### src/rtl/cpu_fsm_if.sv
// Instruction-source / datapath control bundle for cpu_fsm.
// master = the environment (instruction source + datapath); slave = the sequencer.
interface cpu_fsm_if;
  logic [15:0] instr;
  logic        load;
  logic        s;
  logic        w;
  logic [2:0]  readnum;
  logic [2:0]  writenum;
  logic        write;
  logic        loada;
  logic        loadb;
  logic        loadc;
  logic        loads;
  logic        asel;
  logic        bsel;
  logic        vsel;
  logic [1:0]  shift;
  logic [1:0]  aluop;
  logic [15:0] sximm8;
  logic        illegal;

  modport master (
    output instr, load, s,
    input  w, readnum, writenum, write, loada, loadb, loadc, loads,
    input  asel, bsel, vsel, shift, aluop, sximm8, illegal
  );

  modport slave (
    input  instr, load, s,
    output w, readnum, writenum, write, loada, loadb, loadc, loads,
    output asel, bsel, vsel, shift, aluop, sximm8, illegal
  );
endinterface

### src/rtl/cpu_fsm.sv
// Moore instruction sequencer driving the 8x16 register-file datapath, one micro-step per clock.
// Optional CPU_FSM_ILLEGAL_TRAP_EN: undefined instructions halt the machine and raise `illegal`.
module cpu_fsm (
  input  logic      clk,
  input  logic      reset,
  cpu_fsm_if.slave  bus
);

  localparam logic [2:0] S_WAIT      = 3'd0;
  localparam logic [2:0] S_DECODE    = 3'd1;
  localparam logic [2:0] S_WRITE_IMM = 3'd2;
  localparam logic [2:0] S_GET_A     = 3'd3;
  localparam logic [2:0] S_GET_B     = 3'd4;
  localparam logic [2:0] S_EXEC      = 3'd5;
  localparam logic [2:0] S_WRITE_REG = 3'd6;
`ifdef CPU_FSM_ILLEGAL_TRAP_EN
  localparam logic [2:0] S_HALT      = 3'd7;
`endif

  logic [2:0]  state_reg, state_next;
  logic [15:0] ir_reg;

  logic [2:0] opcode, rn, rd, rm;
  logic [1:0] op;
  logic       is_mov_imm, is_mov_reg, is_alu, is_mvn, is_cmp, skip_a;

  assign opcode = ir_reg[15:13];
  assign op     = ir_reg[12:11];
  assign rn     = ir_reg[10:8];
  assign rd     = ir_reg[7:5];
  assign rm     = ir_reg[2:0];

  assign is_mov_imm = (opcode == 3'b110) && (op == 2'b10);
  assign is_mov_reg = (opcode == 3'b110) && (op == 2'b00);
  assign is_alu     = (opcode == 3'b101);
  assign is_mvn     = is_alu && (op == 2'b11);
  assign is_cmp     = is_alu && (op == 2'b01);
  // Single-operand instructions never read Rn and pass 0 as ALU input A.
  assign skip_a     = is_mov_reg || is_mvn;

  always_ff @(posedge clk) begin
    if (reset) begin
      state_reg <= S_WAIT;
      ir_reg    <= 16'h0000;
    end else begin
      state_reg <= state_next;
      // IR only changes while idle, so it is stable across a whole instruction.
      if (bus.load && (state_reg == S_WAIT))
        ir_reg <= bus.instr;
    end
  end

  always_comb begin
    state_next = state_reg;
    case (state_reg)
      S_WAIT:      if (bus.s) state_next = S_DECODE;
      S_DECODE: begin
        if (is_mov_imm)
          state_next = S_WRITE_IMM;
        else if (skip_a)
          state_next = S_GET_B;
        else if (is_alu)
          state_next = S_GET_A;
        else
`ifdef CPU_FSM_ILLEGAL_TRAP_EN
          state_next = S_HALT;
`else
          state_next = S_WAIT;
`endif
      end
      S_WRITE_IMM: state_next = S_WAIT;
      S_GET_A:     state_next = S_GET_B;
      S_GET_B:     state_next = S_EXEC;
      S_EXEC:      state_next = is_cmp ? S_WAIT : S_WRITE_REG;
      S_WRITE_REG: state_next = S_WAIT;
`ifdef CPU_FSM_ILLEGAL_TRAP_EN
      S_HALT:      state_next = S_HALT;
`endif
      default:     state_next = S_WAIT;
    endcase
  end

  logic [2:0] readnum_c, writenum_c;
  logic       write_c, loada_c, loadb_c, loadc_c, loads_c, asel_c, vsel_c;

  always_comb begin
    readnum_c  = 3'd0;
    writenum_c = 3'd0;
    write_c    = 1'b0;
    loada_c    = 1'b0;
    loadb_c    = 1'b0;
    loadc_c    = 1'b0;
    loads_c    = 1'b0;
    asel_c     = 1'b0;
    vsel_c     = 1'b0;
    case (state_reg)
      S_WRITE_IMM: begin
        write_c    = 1'b1;
        writenum_c = rn;
        vsel_c     = 1'b1;
      end
      S_GET_A: begin
        readnum_c = rn;
        loada_c   = 1'b1;
      end
      S_GET_B: begin
        readnum_c = rm;
        loadb_c   = 1'b1;
      end
      S_EXEC: begin
        asel_c  = skip_a;
        loads_c = is_cmp;
        loadc_c = !is_cmp;
      end
      S_WRITE_REG: begin
        write_c    = 1'b1;
        writenum_c = rd;
      end
      default: ;
    endcase
  end

  logic [15:0] sximm8;
  assign sximm8[7:0] = ir_reg[7:0];
  for (genvar gi = 8; gi < 16; gi++) begin : g_sext
    assign sximm8[gi] = ir_reg[7];
  end

  assign bus.w        = (state_reg == S_WAIT);
  assign bus.readnum  = readnum_c;
  assign bus.writenum = writenum_c;
  assign bus.write    = write_c;
  assign bus.loada    = loada_c;
  assign bus.loadb    = loadb_c;
  assign bus.loadc    = loadc_c;
  assign bus.loads    = loads_c;
  assign bus.asel     = asel_c;
  assign bus.bsel     = 1'b0;
  assign bus.vsel     = vsel_c;
  assign bus.shift    = ir_reg[4:3];
  assign bus.aluop    = ir_reg[12:11];
  assign bus.sximm8   = sximm8;
`ifdef CPU_FSM_ILLEGAL_TRAP_EN
  // HALT is only left through reset, so this is sticky by construction.
  assign bus.illegal  = (state_reg == S_HALT);
`else
  assign bus.illegal  = 1'b0;
`endif

endmodule
### src/flat_wrapper.sv
// flat-port wrapper written by rule: the top's interface ports become plain ports
module cpu_fsm_flat 
  (clk, reset, bus_instr, bus_load, bus_s, bus_w, bus_readnum, bus_writenum, bus_write, bus_loada, bus_loadb, bus_loadc, bus_loads, bus_asel, bus_bsel, bus_vsel, bus_shift, bus_aluop, bus_sximm8, bus_illegal);
  cpu_fsm_if bus_i ();
  input  logic clk;
  input  logic reset;
  input wire logic [$bits(bus_i.instr)-1:0] bus_instr;
  input wire logic [$bits(bus_i.load)-1:0] bus_load;
  input wire logic [$bits(bus_i.s)-1:0] bus_s;
  output wire logic [$bits(bus_i.w)-1:0] bus_w;
  output wire logic [$bits(bus_i.readnum)-1:0] bus_readnum;
  output wire logic [$bits(bus_i.writenum)-1:0] bus_writenum;
  output wire logic [$bits(bus_i.write)-1:0] bus_write;
  output wire logic [$bits(bus_i.loada)-1:0] bus_loada;
  output wire logic [$bits(bus_i.loadb)-1:0] bus_loadb;
  output wire logic [$bits(bus_i.loadc)-1:0] bus_loadc;
  output wire logic [$bits(bus_i.loads)-1:0] bus_loads;
  output wire logic [$bits(bus_i.asel)-1:0] bus_asel;
  output wire logic [$bits(bus_i.bsel)-1:0] bus_bsel;
  output wire logic [$bits(bus_i.vsel)-1:0] bus_vsel;
  output wire logic [$bits(bus_i.shift)-1:0] bus_shift;
  output wire logic [$bits(bus_i.aluop)-1:0] bus_aluop;
  output wire logic [$bits(bus_i.sximm8)-1:0] bus_sximm8;
  output wire logic [$bits(bus_i.illegal)-1:0] bus_illegal;
  assign bus_i.instr = bus_instr;
  assign bus_i.load = bus_load;
  assign bus_i.s = bus_s;
  assign bus_w = bus_i.w;
  assign bus_readnum = bus_i.readnum;
  assign bus_writenum = bus_i.writenum;
  assign bus_write = bus_i.write;
  assign bus_loada = bus_i.loada;
  assign bus_loadb = bus_i.loadb;
  assign bus_loadc = bus_i.loadc;
  assign bus_loads = bus_i.loads;
  assign bus_asel = bus_i.asel;
  assign bus_bsel = bus_i.bsel;
  assign bus_vsel = bus_i.vsel;
  assign bus_shift = bus_i.shift;
  assign bus_aluop = bus_i.aluop;
  assign bus_sximm8 = bus_i.sximm8;
  assign bus_illegal = bus_i.illegal;
  cpu_fsm u_core (.clk(clk), .reset(reset), .bus(bus_i));
endmodule
### config.mk
export PLATFORM = sky130hd
export DESIGN_NAME = cpu_fsm_flat
export DESIGN_NICKNAME = d
export VERILOG_FILES = /design/src/rtl/cpu_fsm_if.sv /design/src/rtl/cpu_fsm.sv /design/src/flat_wrapper.sv
export SDC_FILE = /design/constraint.sdc
export NUM_CORES = 1
export LEC_CHECK = 0
export CORE_MARGIN = 5
export CORE_UTILIZATION = 40
export DETAILED_ROUTE_END_ITERATION = 10
export PLACE_DENSITY = 0.87
export SYNTH_ARGS = -nofsm -noshare
export SYNTH_HDL_FRONTEND = slang
export SYNTH_SLANG_ARGS = --single-unit
### constraint.sdc
create_clock -name clk -period 1.34 [get_ports clk]
set_input_delay 0.268 -clock clk [delete_from_list [all_inputs] [get_ports clk]]
set_output_delay 0.268 -clock clk [all_outputs]
set_load 0.05 [all_outputs]
==> flow_metrics.env, run 1 <==
export IMPL_status="finished with violations"
export IMPL_violations="setup timing"
export IMPL_grt_setup_unrepaired="true"
export IMPL_synth_ff_type="dfxtp_1"
export IMPL_drc=0
export IMPL_numCtsBuffers=3
export IMPL_stdcell_area_um2=2410
export IMPL_startpoint_type="register"
export IMPL_post_synth_cell_area_avg_um2=8.088
export IMPL_critical_path_class="register to primary output"
export IMPL_setup_viol=33
export IMPL_hpwlAfterDp_mm=3.091
export IMPL_synth_cell_types=33
export IMPL_async_reset_ff_share_pct=0
export IMPL_worstSetupStartpoint="u_core.ir_reg[13]"
export IMPL_timing_setup_tns_ps=-7743
export IMPL_ys_seq_area_share_pct=33.59
export IMPL_placeableCoreArea_um2=2734
export IMPL_synth_top_cell_by_area="dfxtp_1"
export IMPL_clock_skew_ps=2.125
export IMPL_end_kind="primary output"
export IMPL_grt_pass1_vias=1237
export IMPL_antenna_cells=0
export IMPL_cts_tree="yes"
export IMPL_yosys_top_cells_area="dfxtp_1, buf_4, nand2_1"
export IMPL_fp_dieW_um=63.21
export IMPL_place_gp_congestion=0.8677
export IMPL_io_buffers=53
export IMPL_synth_seq_cells=19
export IMPL_grt_util_all_layers_pct=19.57
export IMPL_dp_cells=220
export IMPL_timing_fmax_ghz=0.5455
export IMPL_nets=224
export IMPL_fin_crit_ps=1833
export IMPL_cp_cell_sequence="buf_6 > nand3b_1 > nor2_2 > or2_4 > clkinvlp_4 > buf_12"
export IMPL_drv_slew=0
export IMPL_ys_warn_count=0
export IMPL_dieArea_um2=3995
export IMPL_synth_area_um2=1132
export IMPL_r2r_start="u_core.ir_reg[11]"
export IMPL_wirelength_mm=4.814
export IMPL_placed_cell_area_um2=2036
export IMPL_drt_initial_drc_count=67
export IMPL_die_h_um=63.21
export IMPL_power_leakage_nw=1.003
export IMPL_netlist_area_leader_share_pct=33.59
export IMPL_cpPeakStageDelay_ps=390
export IMPL_cts_clk_slew_worst_paths_ps=120
export IMPL_stdcell_count=234
export IMPL_hold_violations=0
export IMPL_clock_root_buffer="clkbuf_4"
export IMPL_hold_class="register to register"
export IMPL_cts_hold_buf=0
export IMPL_layout_drive_gt1_share_pct=67.49
export IMPL_crit_fanout=3
export IMPL_grt_ovfl_total=0
export IMPL_grt_pass1_wl_mm=6.389
export IMPL_cap_viol_max_count=0
export IMPL_synth_enable_flop_cells=0
export IMPL_viasPerCell=5.363
export IMPL_first_pass_iters=4
export IMPL_arrival_ps=1570
export IMPL_worst_hold_slack_ps=513.1
export IMPL_vias=1255
export IMPL_area_delta_synth_final_pct=112.8
export IMPL_htree_levels=1
export IMPL_largest_register_ffs=16
export IMPL_p_total_mw=1.664
export IMPL_antenna_left=0
export IMPL_cp_slowest_cell="dfxtp_2"
export IMPL_grt_max_degree=17
export IMPL_power_density_nw_per_um2=690.4
export IMPL_antenna_found_initial=0
export IMPL_finalWorstSetupSlack_ps=-493.2
export IMPL_pin_count=56
export IMPL_syn_instance_count=140
export IMPL_clockBufferDepth=2
export IMPL_floorplan_initialDensity_pct=41.42
export IMPL_ir_drop_mv=0.8108
export IMPL_worstSkewPairLatency_ps=300
export IMPL_yosysMostFrequentCell="nand2_1"
export IMPL_hold_start="u_core.ir_reg[15]"
export IMPL_nFillCells=111
export IMPL_wl_per_cell_um=20.57
export IMPL_netlist_top_cells_count="nand2_1, buf_4, dfxtp_1"
export IMPL_period_share_pct=136.8
export IMPL_fp_row_count=19
export IMPL_cts_num_sinks=19
export IMPL_required_ps=1070
==> power by group <==
| part | switching [mW] | total [mW] | internal (mW) |
|---|---|---|---|
| combinational | 0.365 | 0.703 | 0.338 |
| sequential | 0.0481 | 0.648 | 0.600 |
| clock | 0.202 | 0.313 | 0.111 |
| total | 0.615 | 1.66 | 1.05 |
==> critical path: cells and delay by family (launching register included) <==
kind                   cells  cell delay (ps)
DFF                        1              390
buffers and inverters      3              350
and+or+nand+nor            3              530
==> cell usage in the layout (no fill, tap or decap), types with 2 or more instances in the layout <==
cell             instances
clkdlybuf4s50_1         19
dfxtp_1                 10
nor3_4                   2
nor2_4                   3
nand2b_4                 2
buf_4                   21
nor2_1                   3
dfxtp_4                  2
buf_12                  33
conb_1                   2
nand2_4                 13
or2_4                    2
nand2b_1                 3
buf_6                    8
mux2i_1                  3
nand3b_1                 2
buf_8                    5
dfxtp_2                  7
a21oi_2                 17
a22o_4                   3
nor2_2                   4
clkbuf_4                 3
nand2_1                 17
nand2_2                  4
==> cell families (layout without fill, tap and decap cells) <==
logic type / after synthesis / after routing / share of synthesized area, %
other cells: 1 / 2 / 0.3312
compound gates: 25 / 25 / 16.35
flops: 19 / 19 / 33.59
simple gates: 61 / 61 / 26.63
buf+inv: 31 / 93 / 20.44
mux: 3 / 3 / 2.652
==> layout make-up <==
type | count | area [µm²] | area share, %
clock buffers | 3 | 22.52 | 0.9346
clock inverters | 1 | 5.005 | 0.2077
inverters | 3 | 17.52 | 0.7269
multi-input cells | 91 | 755.7 | 31.36
flip-flops and latches | 19 | 396.6 | 16.46
well taps | 31 | 38.79 | 1.610
repair buffers | 86 | 1174 | 48.70
==> layer usage <==
metal  vias to the layer above  wire (µm)  track usage (%)
met2                        60       2590            36.67
met3                        17        236            2.842
met4                         0        163            4.935
li1                        565          -                -
met5                         -          0                0
met1                       613       1823            22.98
==> worst paths after layout <==
check                        endpoint  slack [ps]  cells past startpoint
hold / removal      u_core.ir_reg[15]         510                      2
setup / recovery            bus_loadc        -490                      6
hold reg to reg     u_core.ir_reg[15]         510                      2
setup reg to reg  u_core.state_reg[1]        -300                      6
==> metrics by stage <==
step                worst slack, ps  util [%]
finish                       -493.2     88.15
floorplan                    -266.5         -
detailed placement           -132.9     74.46
global route                 -520.1     88.15
CTS                          -469.8     79.77
global placement             -81.03     74.46
==> timing repair <==
| action | 4_1_cts | 5_1_grt |
|---|---|---|
| resized for setup | 32 | 49 |
| buffers inserted | 2 | 9 |
| setup endpoints to repair | 21 | 41 |
| pin swaps | 12 | 29 |
Power figures use the tool's default switching activity.
==> run 2, diff against run 1 <==
--- a/config.mk
+++ b/config.mk
@@ -6,9 +6,10 @@
 export NUM_CORES = 1
 export LEC_CHECK = 0
 export CORE_MARGIN = 5
-export CORE_UTILIZATION = 40
+export CORE_UTILIZATION = 43
 export DETAILED_ROUTE_END_ITERATION = 10
-export PLACE_DENSITY = 0.87
+export PLACE_DENSITY = 0.92
+export SETUP_SLACK_MARGIN = 0.4
 export SYNTH_ARGS = -nofsm -noshare
 export SYNTH_HDL_FRONTEND = slang
 export SYNTH_SLANG_ARGS = --single-unit
==> constraint.sdc (replaced) <==
create_clock -name clk -period 2.25 [get_ports clk]
set_input_delay 0.45 -clock clk [delete_from_list [all_inputs] [get_ports clk]]
set_output_delay 0.45 -clock clk [all_outputs]
set_load 0.05 [all_outputs]
==> flow_metrics.env, run 2 (same netlist as run 1, synthesis figures left out) <==
export IMPL_antenna_left=0
export IMPL_vias=1121
export IMPL_timing_setup_tns_ps=0
export IMPL_grt_util_met3_pct=3.564
export IMPL_timing_fmax_ghz=0.5038
export IMPL_place_gp_congestion=0.7868
export IMPL_stdcell_count=217
export IMPL_dp_cells=198
export IMPL_fp_dieW_um=61.32
export IMPL_clock_skew_ps=5.950
export IMPL_power_density_nw_per_um2=473.5
export IMPL_cap_viol_max_count=0
export IMPL_grt_pass1_vias=1078
export IMPL_cts_tree="yes"
export IMPL_fin_crit_ps=1985
export IMPL_required_ps=1800
export IMPL_fp_row_count=18
export IMPL_drt_initial_drc_count=42
export IMPL_ir_drop_mv=0.3834
export IMPL_startpoint_type="register"
export IMPL_hpwlAfterDp_mm=2.218
export IMPL_layout_commonest_cell="nand2_1"
export IMPL_grt_max_degree=17
export IMPL_max_slew_margin_pct=64.33
export IMPL_htree_levels=1
export IMPL_dieArea_um2=3760
export IMPL_end_kind="primary output"
export IMPL_area_delta_synth_final_pct=53.04
export IMPL_crit_fanout=3
export IMPL_grt_ovfl_total=0
export IMPL_worst_hold_slack_ps=481.2
export IMPL_worstSkewPairLatency_ps=300
export IMPL_die_h_um=61.32
export IMPL_arrival_ps=1540
export IMPL_cts_hold_buf=0
export IMPL_floorplan_initialDensity_pct=45.30
export IMPL_cts_clk_slew_worst_paths_ps=120
export IMPL_clock_root_buffer="clkbuf_4"
export IMPL_largest_register_ffs=16
export IMPL_setup_viol=0
export IMPL_grt_busiest_layer="met2"
export IMPL_antenna_found_initial=0
export IMPL_grt_setup_unrepaired="true"
export IMPL_grt_util_all_layers_pct=18.38
export IMPL_period_share_pct=88.22
export IMPL_placeableCoreArea_um2=2500
export IMPL_viasPerCell=5.166
export IMPL_critical_path_class="register to primary output"
export IMPL_numCtsBuffers=3
export IMPL_io_buffers=53
export IMPL_grtUsageMet1_pct=21.12
export IMPL_cts_num_sinks=19
export IMPL_hold_violations=0
export IMPL_status="finished, final reports clean"
export IMPL_worstMarginPinSlew_ps=521.6
export IMPL_pin_count=56
export IMPL_grtUsageMet2_pct=32.93
export IMPL_antenna_cells=0
export IMPL_hold_class="register to register"
export IMPL_grt_pass1_wl_mm=5.085
export IMPL_drv_slew=0
export IMPL_layout_common_cells="nand2_1, buf_4, clkdlybuf4s50_1"
export IMPL_layout_drive_gt1_share_pct=41.18
export IMPL_drc=0
export IMPL_nets=208
export IMPL_first_pass_iters=4
export IMPL_wirelength_mm=3.529
export IMPL_power_leakage_nw=0.7674
export IMPL_clockBufferDepth=2
export IMPL_wl_per_cell_um=16.26
## run 2: changes by cell type in the layout (fill, tap and decap cells not counted), sizes merged
cell	before	now
inv	2	3
buf	67	30
clkbuf	3	8
clkinvlp	1	0
clkdlybuf4s15	0	4
dlymetal6s2s	0	1
dlygate4sd2	0	11
## run 2: routing by layer
layer | vias to the layer above | wire, µm
met5 | - | 0
met3 | 4 | 319
met4 | 0 | 48
li1 | 529 | -
met1 | 534 | 1255
met2 | 54 | 1905
## run 2: area by class of cell
class	count	area (µm²)
clock inverter	1	5.005
tap	30	37.54
inverter	3	11.26
timing repair buffer	70	669.4
fill	176	767.0
multi-input combinational	91	590.6
clock buffer	3	22.52
sequential	19	396.6
## run 2: what timing repair did
action / in CTS / in global routing
resized for setup: 48 / 21
buffers inserted: 10 / 5
endpoints found under the setup margin: 28 / 13
pin swaps: 5 / 5
## run 2: final timing paths
check / cells after the start / endpoint / startpoint / slack, ps
setup / recovery: 4 / bus_asel / u_core.ir_reg[14] / 260
hold / removal: 2 / u_core.ir_reg[3] / u_core.ir_reg[3] / 480
setup reg to reg: 6 / u_core.state_reg[2] / u_core.ir_reg[13] / 690
hold reg to reg: 2 / u_core.ir_reg[3] / u_core.ir_reg[3] / 480
## run 2: report_power, final
part	internal, mW	switching, mW
registers	0.355	0.0245
logic	0.0956	0.167
clock network	0.0662	0.112
## run 2: through the flow
step / area [µm²] / setup WS, ps / utilization, % / power (mW)
detailed placement: 1521 / 379.8 / 60.86 / 0.6421
finish: 1733 / 264.9 / 69.32 / 0.8206
floorplan: 1156 / 427.2 / - / 0.5862
global placement: 1521 / 429.3 / 60.86 / 0.6365
CTS: 1650 / 213.0 / 66.02 / 0.8079
global route: 1733 / 210.1 / 69.32 / 0.8569
## run 2: worst max-delay path, cell delays in order (launching register included)
cell	delay (ps)
dfxtp_2	360
or3b_1	350
o22a_1	250
nor2_4	130
buf_12	140
==> run 3, diff against run 2 <==
--- a/config.mk
+++ b/config.mk
@@ -8,6 +8,7 @@
 export CORE_MARGIN = 5
 export CORE_UTILIZATION = 43
 export DETAILED_ROUTE_END_ITERATION = 10
+export GPL_ROUTABILITY_DRIVEN = 0
 export PLACE_DENSITY = 0.92
 export SETUP_SLACK_MARGIN = 0.4
 export SYNTH_ARGS = -nofsm -noshare
==> results of run 3 <==
No change in the layout: final DEF, timing and power equal those of run 2.
